`src/rtl/bcd_alu_seq_if.sv`:
```
// Start/busy/done handshake and operand/result bus for the sequential BCD ALU.
// The bench (master) drives the request side; the ALU (slave) drives status and result.
interface bcd_alu_seq_if #(
  parameter int DIGITS = 2
);
  logic                  start;
  logic [1:0]            op;
  logic [4*DIGITS-1:0]   a_bcd;
  logic [4*DIGITS-1:0]   b_bcd;
  logic                  busy;
  logic                  done;
  logic [8*DIGITS-1:0]   result;
  logic                  neg;
  logic                  error;

  modport master (
    output start, op, a_bcd, b_bcd,
    input  busy, done, result, neg, error
  );

  modport slave (
    input  start, op, a_bcd, b_bcd,
    output busy, done, result, neg, error
  );
endinterface

```
`src/rtl/bcd_alu_seq.sv`:
```
// Multi-cycle BCD ALU: BCD->binary, add/sub/shift-add mul/restoring div with round-half-up,
// then double-dabble back to a 2*DIGITS-digit BCD magnitude.
module bcd_alu_seq #(
  parameter int DIGITS = 2
) (
  input logic          clk,
  input logic          rst,
  bcd_alu_seq_if.slave bus
);
  localparam int BW = 4 * DIGITS;
  localparam int PW = 2 * BW;
  localparam int CW = $clog2(PW + 1);

  typedef enum logic [2:0] {S_IDLE, S_CONV, S_EXEC, S_B2B, S_DONE} state_t;

  state_t        r_state, w_state_nxt;
  logic [CW-1:0] r_cnt;
  logic          r_done, r_neg_o, r_err_o;
  logic [PW-1:0] r_result;

  logic [1:0]    r_op;
  logic [BW-1:0] r_a_sh, r_b_sh, r_y, r_rem;
  logic [PW-1:0] r_x, r_acc, r_bcd;
  logic          r_inv, r_err, r_neg;

  logic [3:0]         w_a_dig, w_b_dig;
  logic [BW-1:0]      w_a_acc, w_b_acc;
  logic               w_inv_nxt, w_conv_last, w_err_det, w_exec_last, w_accept;
  logic [BW:0]        w_rem_sh, w_trial;
  logic signed [BW:0] w_diff, w_mag;
  logic [PW-1:0]      w_adj;

  function automatic logic [PW-1:0] dd_adjust(input logic [PW-1:0] v);
    logic [PW-1:0] r;
    r = v;
    for (int i = 0; i < PW / 4; i++) begin
      if (v[4*i +: 4] >= 4'd5) r[4*i +: 4] = v[4*i +: 4] + 4'd3;
    end
    return r;
  endfunction

  function automatic logic [PW-1:0] round_half_up(input logic [BW-1:0] q,
                                                  input logic [BW-1:0] rem,
                                                  input logic [BW-1:0] dv);
    return PW'(q) + PW'({rem, 1'b0} >= {1'b0, dv});
  endfunction

  assign w_a_dig     = r_a_sh[BW-1 -: 4];
  assign w_b_dig     = r_b_sh[BW-1 -: 4];
  assign w_a_acc     = r_x[BW-1:0] * BW'(10) + BW'(w_a_dig);
  assign w_b_acc     = r_y * BW'(10) + BW'(w_b_dig);
  assign w_inv_nxt   = r_inv | (w_a_dig > 4'd9) | (w_b_dig > 4'd9);
  assign w_conv_last = (r_cnt == CW'(DIGITS - 1));
  assign w_err_det   = w_inv_nxt || ((r_op == 2'b11) && (w_b_acc == '0));
  assign w_accept    = (r_state == S_IDLE) && bus.start && !r_done;
  // Restoring-divide trial: {rem, next dividend bit} minus divisor; MSB set means restore.
  assign w_rem_sh    = {r_rem, r_y[BW-1]};
  assign w_trial     = w_rem_sh - {1'b0, r_x[BW-1:0]};
  assign w_diff      = $signed({1'b0, r_x[BW-1:0]}) - $signed({1'b0, r_y});
  assign w_mag       = w_diff[BW] ? -w_diff : w_diff;
  assign w_adj       = dd_adjust(r_bcd);

  always_comb begin
    w_exec_last = 1'b0;
    case (r_op)
      2'b10:   w_exec_last = (r_cnt == CW'(BW - 1));
      2'b11:   w_exec_last = (r_cnt == CW'(BW));
      default: w_exec_last = (r_cnt == '0);
    endcase
  end

  always_comb begin
    w_state_nxt = r_state;
    case (r_state)
      S_IDLE:  if (w_accept) w_state_nxt = S_CONV;
      S_CONV:  if (w_conv_last) w_state_nxt = w_err_det ? S_DONE : S_EXEC;
      S_EXEC:  if (w_exec_last) w_state_nxt = S_B2B;
      S_B2B:   if (r_cnt == CW'(PW - 1)) w_state_nxt = S_DONE;
      S_DONE:  w_state_nxt = S_IDLE;
      default: w_state_nxt = S_IDLE;
    endcase
  end

  always_ff @(posedge clk or posedge rst) begin
    if (rst) begin
      r_state  <= S_IDLE;
      r_cnt    <= '0;
      r_done   <= 1'b0;
      r_result <= '0;
      r_neg_o  <= 1'b0;
      r_err_o  <= 1'b0;
    end else begin
      r_state <= w_state_nxt;
      r_cnt   <= (w_state_nxt != r_state || r_state == S_IDLE) ? '0 : r_cnt + CW'(1);
      r_done  <= (r_state == S_DONE);
      if (r_state == S_DONE) begin
        r_result <= r_err ? '0 : r_bcd;
        r_neg_o  <= r_neg & ~r_err;
        r_err_o  <= r_err;
      end
    end
  end

  // Working datapath; every field is re-initialised on start acceptance.
  always_ff @(posedge clk) begin
    case (r_state)
      S_IDLE: begin
        if (w_accept) begin
          r_op   <= bus.op;
          r_a_sh <= bus.a_bcd;
          r_b_sh <= bus.b_bcd;
          r_x    <= '0;
          r_y    <= '0;
          r_acc  <= '0;
          r_bcd  <= '0;
          r_rem  <= '0;
          r_inv  <= 1'b0;
          r_err  <= 1'b0;
          r_neg  <= 1'b0;
        end
      end
      S_CONV: begin
        r_a_sh <= r_a_sh << 4;
        r_b_sh <= r_b_sh << 4;
        r_inv  <= w_inv_nxt;
        if (w_conv_last && r_op == 2'b11) begin
          r_x <= PW'(w_b_acc);
          r_y <= w_a_acc;
        end else begin
          r_x <= PW'(w_a_acc);
          r_y <= w_b_acc;
        end
        if (w_conv_last) r_err <= w_err_det;
      end
      S_EXEC: begin
        case (r_op)
          2'b00: r_acc <= PW'(r_x[BW-1:0]) + PW'(r_y);
          2'b01: begin
            r_acc <= PW'($unsigned(w_mag));
            r_neg <= w_diff[BW];
          end
          2'b10: begin
            if (r_y[0]) r_acc <= r_acc + r_x;
            r_x <= r_x << 1;
            r_y <= r_y >> 1;
          end
          default: begin
            if (r_cnt == CW'(BW)) begin
              r_acc <= round_half_up(r_y, r_rem, r_x[BW-1:0]);
            end else if (!w_trial[BW]) begin
              r_rem <= w_trial[BW-1:0];
              r_y   <= {r_y[BW-2:0], 1'b1};
            end else begin
              r_rem <= w_rem_sh[BW-1:0];
              r_y   <= {r_y[BW-2:0], 1'b0};
            end
          end
        endcase
      end
      S_B2B:   {r_bcd, r_acc} <= {w_adj, r_acc} << 1;
      default: ;
    endcase
  end

  assign bus.busy   = (r_state != S_IDLE) | r_done;
  assign bus.done   = r_done;
  assign bus.result = r_result;
  assign bus.neg    = r_neg_o;
  assign bus.error  = r_err_o;
endmodule

```
`src/flat_wrapper.sv`:
```
// flat-port wrapper written by rule: the top's interface ports become plain ports
module bcd_alu_seq_flat 
#(
  parameter int DIGITS = 2
)
  (clk, rst, bus_start, bus_op, bus_a_bcd, bus_b_bcd, bus_busy, bus_done, bus_result, bus_neg, bus_error);
  bcd_alu_seq_if #(.DIGITS(DIGITS)) bus_i ();
  input logic clk;
  input logic rst;
  input wire logic [$bits(bus_i.start)-1:0] bus_start;
  input wire logic [$bits(bus_i.op)-1:0] bus_op;
  input wire logic [$bits(bus_i.a_bcd)-1:0] bus_a_bcd;
  input wire logic [$bits(bus_i.b_bcd)-1:0] bus_b_bcd;
  output wire logic [$bits(bus_i.busy)-1:0] bus_busy;
  output wire logic [$bits(bus_i.done)-1:0] bus_done;
  output wire logic [$bits(bus_i.result)-1:0] bus_result;
  output wire logic [$bits(bus_i.neg)-1:0] bus_neg;
  output wire logic [$bits(bus_i.error)-1:0] bus_error;
  assign bus_i.start = bus_start;
  assign bus_i.op = bus_op;
  assign bus_i.a_bcd = bus_a_bcd;
  assign bus_i.b_bcd = bus_b_bcd;
  assign bus_busy = bus_i.busy;
  assign bus_done = bus_i.done;
  assign bus_result = bus_i.result;
  assign bus_neg = bus_i.neg;
  assign bus_error = bus_i.error;
  bcd_alu_seq #(.DIGITS(DIGITS)) u_core (.clk(clk), .rst(rst), .bus(bus_i));
endmodule
```
`config.mk`:
```
export PLATFORM = sky130hd
export DESIGN_NAME = bcd_alu_seq_flat
export DESIGN_NICKNAME = d
export VERILOG_FILES = /design/src/rtl/bcd_alu_seq_if.sv /design/src/rtl/bcd_alu_seq.sv /design/src/flat_wrapper.sv
export SDC_FILE = /design/constraint.sdc
export NUM_CORES = 1
export LEC_CHECK = 0
export BUFFER_PORTS_ARGS = -buffer_cell sky130_fd_sc_hd__buf_2
export CAP_MARGIN = 20
export CORE_UTILIZATION = 55
export CTS_CLUSTER_SIZE = 25
export DETAILED_ROUTE_END_ITERATION = 10
export PLACE_DENSITY = 0.73
export SKIP_CTS_REPAIR_TIMING = 1
export SYNTH_ARGS = -nofsm -noshare
export SYNTH_HDL_FRONTEND = slang
export SYNTH_SLANG_ARGS = --single-unit
export TNS_END_PERCENT = 100
```
`constraint.sdc`:
```
create_clock -name clk -period 7.9 [get_ports clk]
set_input_delay 1.58 -clock clk [delete_from_list [all_inputs] [get_ports clk]]
set_output_delay 1.58 -clock clk [all_outputs]
set_load 0.1 [all_outputs]
```
=== Word level (Yosys, flattened, before mapping) ===
Cells that the tools add are included.

* Input port bits: 21
* Logic and storage cells: 137
* Output and inout bits: 20
* Register bits: 112

* Order comparisons: 7
* Bitwise gates (word level): 5
* Muxes and demuxes: 43
* Equality and inequality tests: 22
* Add/subtract/negate cells: 13
* Multiply operators: 2
* Reduce and logical (&&, ||, !) cells: 28

{| class="wikitable"
|+ Operators by type and width
! operator !! count
|-
| 16-bit case mux with 3 select lines || 3
|-
| 16-bit two-way mux || 5
|-
| 8-bit two-way mux || 9
|-
| 8-bit case mux with 2 select lines || 4
|-
| 16-bit case mux with 2 select lines || 1
|-
| 8-bit case mux with 3 select lines || 1
|-
| 3-bit two-way mux || 6
|-
| 16-bit adder || 1
|-
| 8-bit by 4-bit adder with 8-bit output || 2
|-
| 4-bit by 3-bit greater-or-equal comparator with 1-bit output (second input constant) || 4
|-
| 8-bit by 3-bit multiplier with 7-bit output (second input constant) || 2
|-
| 4-bit by 2-bit adder with 4-bit output (second input constant) || 3
|-
| 4-bit two-way mux || 3
|-
| 3-bit case mux with 4 select lines || 1
|-
| 4-bit AND reduction || 3
|-
| 5-bit by 4-bit == test with 1-bit output (second input constant) || 2
|-
| 8-bit by 1-bit adder with 9-bit output || 1
|-
| 8-bit by 8-bit adder with 9-bit output || 1
|-
| 9-bit by 8-bit greater-or-equal comparator with 1-bit output || 1
|-
| 9-bit two-way mux || 1
|-
| 9-bit negation || 1
|-
| 3-bit AND reduction || 3
|-
| 3-bit nonzero test || 3
|-
| 8-bit by 8-bit subtractor with 9-bit output || 1
|-
| other kinds (34) || 58
|}

=== Logic depth before layout (Yosys ltp) ===
* Depth in word-level cells: 11
* Gate-level depth with buffers: 19

=== Worst setup path after synthesis ===
No wires, ideal clock.

* Kind: input-to-reg
* Start: input bus_start
* End: register u_core.r_x[0], enable pin
* Required time: 7483 ps
* Setup time: 417 ps
* Arrival: 3098 ps
* Stages: 2
* Path slack: 4385 ps
* Path buffers: 0
* Cell sequence: nand2_1 > a221oi_1

* Word-level cells in the longest chain between the ends: 4

{| class="wikitable"
|+ Ends and longest elaborated chain
! element !! RTL line !! source
|-
| start, declared || flat_wrapper.sv:10 || <nowiki>input wire logic [$bits(bus_i.start)-1:0] bus_start;</nowiki>
|-
| 1-bit logical AND (2 in a row) || bcd_alu_seq.sv:55 || <nowiki>assign w_accept = (r_state == S_IDLE) && bus.start && !r_done;</nowiki>
|-
| 2-bit by 1-bit != test with 1-bit output (no line) || n/a ||
|-
| 3-bit AND reduction (no line) || n/a ||
|-
| end signal, assigned || bcd_alu_seq.sv:127 || <nowiki>r_x <= PW'(w_b_acc);</nowiki>
|-
| end signal, assigned || bcd_alu_seq.sv:130 || <nowiki>r_x <= PW'(w_a_acc);</nowiki>
|-
| end signal, assigned || bcd_alu_seq.sv:144 || <nowiki>r_x <= r_x << 1;</nowiki>
|-
| end, declared || bcd_alu_seq.sv:23 || <nowiki>logic [PW-1:0] r_x, r_acc, r_bcd;</nowiki>
|}

No other way between the ends.
A chain may end at the register's enable or synchronous reset.

=== Final worst setup path ===
* Start: register u_core.r_x[1]
* End: register u_core.r_acc[6] (data pin)

* Word-level cells in the longest chain between the ends: 5
* Elaborated cells between the ends (all ways): 11
* Classes of those cells: add/sub: 5; order compare: 1; mux: 5

{| class="wikitable"
|+ Ends and longest elaborated chain
! element !! RTL line !! source
|-
| 8-bit by 8-bit subtractor with 9-bit output or 9-bit by 8-bit greater-or-equal comparator with 1-bit output (tied branches) || bcd_alu_seq.sv:59, bcd_alu_seq.sv:45 ||
|-
| 9-bit negation or 8-bit by 1-bit adder with 9-bit output (tied branches) || bcd_alu_seq.sv:60, bcd_alu_seq.sv:45 ||
|-
| 9-bit two-way mux or 16-bit two-way mux (tied branches) || bcd_alu_seq.sv:60, bcd_alu_seq.sv:148 ||
|-
| 16-bit case mux with 3 select lines (*) || bcd_alu_seq.sv:136 || <nowiki>case (r_op)</nowiki>
|-
| 16-bit case mux with 3 select lines (*) || bcd_alu_seq.sv:106 || <nowiki>case (r_state)</nowiki>
|-
| end signal, assigned || bcd_alu_seq.sv:137 || <nowiki>2'b00: r_acc <= PW'(r_x[BW-1:0]) + PW'(r_y);</nowiki>
|-
| end signal, assigned || bcd_alu_seq.sv:139 || <nowiki>r_acc <= PW'($unsigned(w_mag));</nowiki>
|-
| end signal, assigned || bcd_alu_seq.sv:143 || <nowiki>if (r_y[0]) r_acc <= r_acc + r_x;</nowiki>
|-
| end, declared || bcd_alu_seq.sv:23 ||
|}

Every way passes the cells marked *; elsewhere a longest branch is shown, timed or not. The select of a mux whose other input is x is not followed.

==> out/qor.txt <==
status: finished, final reports clean
total of max-cap violations: 0
Nets: 975
antenna violations before repair: 0
CP peak stage delay: 0.67 ns
Fillers: 1,168
Post-Syn Area per Cell: 9.56 sq um
via density per instance: 6.02
Routability Congestion: 0.910
Die Y-Extent: 123 microns
Hold Path End: u_core.bus.result[15]$_DFFE_PP0P_
area leader, netlist: edfxtp_1
Inserted Diodes: 0
Async S/R FF share, synth: 0.241
site row count: 43
area grow syn2layout: 8.30%
reg2reg start: u_core.r_x[1]$_DFFE_PP_
worst hold path type: register to register
Slowest-stage cell, CP: edfxtp_1
HPWL after detailed placement: 13,600 microns
Core Area: 14,100 sq um
GRT Resource Usage Total: 0.258
HP Start: u_core.bus.result[15]$_DFFE_PP0P_
TritonCTS clock tree: yes
Slew Viols, Final: 0
critical path required time: 8.11 ns
Final Hold Viols: 0
crit path cell chain: inv_1 > ha_1 > nand3_1 > o21ai_0 > a21oi_1 > o21bai_1 > a21oi_1 > o21ai_0 > ha_1 > inv_1 > fa_1 > nor2b_1 > o21a_1 > o21a_1 > o21ai_0 > a2111oi_0 > a21oi_1 > o211ai_1
# IOs: 41
routed vias: 6,347
fin crit period: 3.95 ns
drt wl/cell: 17.7 microns
Tightest Pin Transition: 0.983 ns
Num CTS Buffers: 9
Worst Setup Start Kind: register
Num Clock Sinks: 112
root buf cell: clkbuf_16
post-synthesis cell area: 8080 sq um
R2R Setup Slk: 3.95 ns
final wirelength: 18,700 microns
proportion of netlist area held by the largest area contributor: 0.316
Worst-path clk slew: 0.08 ns
uppermost routed layer: met4
DR DRC count: 0
DRT Pass-1 Iters: 5
1st-iter DRT viols: 521
EDFF count, synth: 85
Critical Path AT: 4.16 ns
metal1 wirelength: 8250 microns
Syn. warnings: 0
most frequent cell after synthesis: nand2_1
I/O Buffers: 40
Synth cell types: 69
Setup-failing EPs final: 0
Reg2Reg Capture Point: u_core.r_acc[6]$_DFFE_PP_
H-tree depth: 3
Initial Util: 0.573
die area: 15,200 sq um
Chip Width: 123 microns
Skew-Pair Late Insertion Delay: 0.36 ns
worst reg2reg path depth: 18
Syn Nets: 950
GRT overflow: 0
sequential fraction of the synthesis area: 0.400
cells after synthesis: 845
largest net degree at the start of global routing: 37
synth top area cells: edfxtp_1, ha_1, dfrtp_1, nand2_1, xnor2_1
Setup CP Type: register to register
WL met3: 789 microns
crit share post-route: 0.501
vias in the first global route: 6,224
worst rel slew slack: 0.343
Hold Path Cell Cnt: 2
ys flop type: edfxtp_1
clock buffer depth: 2
critical path fanouts, max: 10
Setup crit end kind: register
RSZ-0062 raised after global routing: no
fmax: 0.253 GHz
metal2 WL: 8930 microns
Antenna Nets Post-Route: 0
share of layout cells above drive strength 1: 0.0834
worst-case clock skew: 0.00747 ns
Fin Setup TNS: 0 ns
#FFs+latches synth: 112
first-pass GRT wire length: 30,300 microns
commonest cells in the netlist: nand2_1, edfxtp_1, ha_1, inv_1, nor2_1
==> flip-flops by register name (all words and copies together) (netlist names), 2 cells and up <==
register / count
u_core.r_b_sh: 8
u_core.r_rem: 8
u_core.r_bcd: 16
u_core.r_state: 3
u_core.bus.result: 16
u_core.r_op: 2
u_core.r_cnt: 5
u_core.r_y: 8
u_core.r_acc: 16
u_core.r_a_sh: 8
u_core.r_x: 16
==> kinds of logic after synthesis <==
group                      after synthesis  share of synthesized area
AOI/OAI and AO/OA                      210                      0.166
xor gates and xnor gates                51                     0.0553
adders and majority gates               84                      0.138
buffers and inverters                   92                     0.0445
DFF                                    112                      0.400
muxes                                   27                     0.0342
and+or+nand+nor                        269                      0.163
==> worst max-delay path, delay by kind of cell (launching register included) <==
family	cells	cell delay (ns)
buf+inv	2	0.18
fa+ha+maj	3	0.94
flops	1	0.67
simple gates	2	0.27
compound gates	11	1.73
==> placed cells by master, fill, tap and decap left out, drive strengths merged, types with 22 or more instances in the layout <==
master,n
ha,76
xnor2,34
buf,46
nand2,97
dfrtp,27
inv,63
a21oi,53
o21ai,50
nor2,54
edfxtp,85
nand2b,23
mux2i,22
==> metal layers <==
layer / GRT usage / vias up
li1: - / 3088
met1: 0.316 / 3037
met2: 0.442 / 171
met3: 0.0369 / 51
met4: 0.136 / 0
met5: 0 / -
==> final cells by class <==
cell class              count  area (sq um)  share of cell area
clock buffers               9           225              0.0257
flip-flops and latches    112          3230               0.369
multi-input cells         641          4500               0.514
inverters                  60           225              0.0257
clock inverters             7          75.1             0.00858
repair buffers             46           273              0.0312
well taps                 180           225              0.0257
==> how the worst max path moves through the flow <==
stage                       startpoint                        end  slack (ns)  depth (start not counted)
2_1_floorplan                bus_start    u_core.r_x[0]$_DFFE_PP_        4.38                          2
3_3_place_gp   u_core.r_x[1]$_DFFE_PP_  u_core.r_acc[6]$_DFFE_PP_        4.19                         18
3_5_place_dp   u_core.r_x[1]$_DFFE_PP_  u_core.r_acc[6]$_DFFE_PP_        4.05                         18
4_1_cts        u_core.r_x[1]$_DFFE_PP_  u_core.r_acc[6]$_DFFE_PP_        4.02                         18
5_1_grt        u_core.r_x[1]$_DFFE_PP_  u_core.r_acc[6]$_DFFE_PP_        3.57                         18
6_report       u_core.r_x[1]$_DFFE_PP_  u_core.r_acc[6]$_DFFE_PP_        3.95                         18
==> per-stage QoR <==
stage | utilization | hold slack (ns) | setup WS, ns | instances | instance area [sq um]
after global routing | 0.621 | 0.507 | 3.57 | 1055 | 8750
after floorplan | - | 0.479 | 4.38 | 845 | 8080
after detailed placement | 0.596 | 0.465 | 4.05 | 1037 | 8410
after CTS | 0.618 | 0.484 | 4.02 | 1053 | 8710
final | 0.621 | 0.477 | 3.95 | 1055 | 8750
after global placement | 0.596 | 0.457 | 4.19 | 1036 | 8400
Power is not shown: default switching activity piles up to over one toggle a cycle in this logic, so the estimate is an artifact.
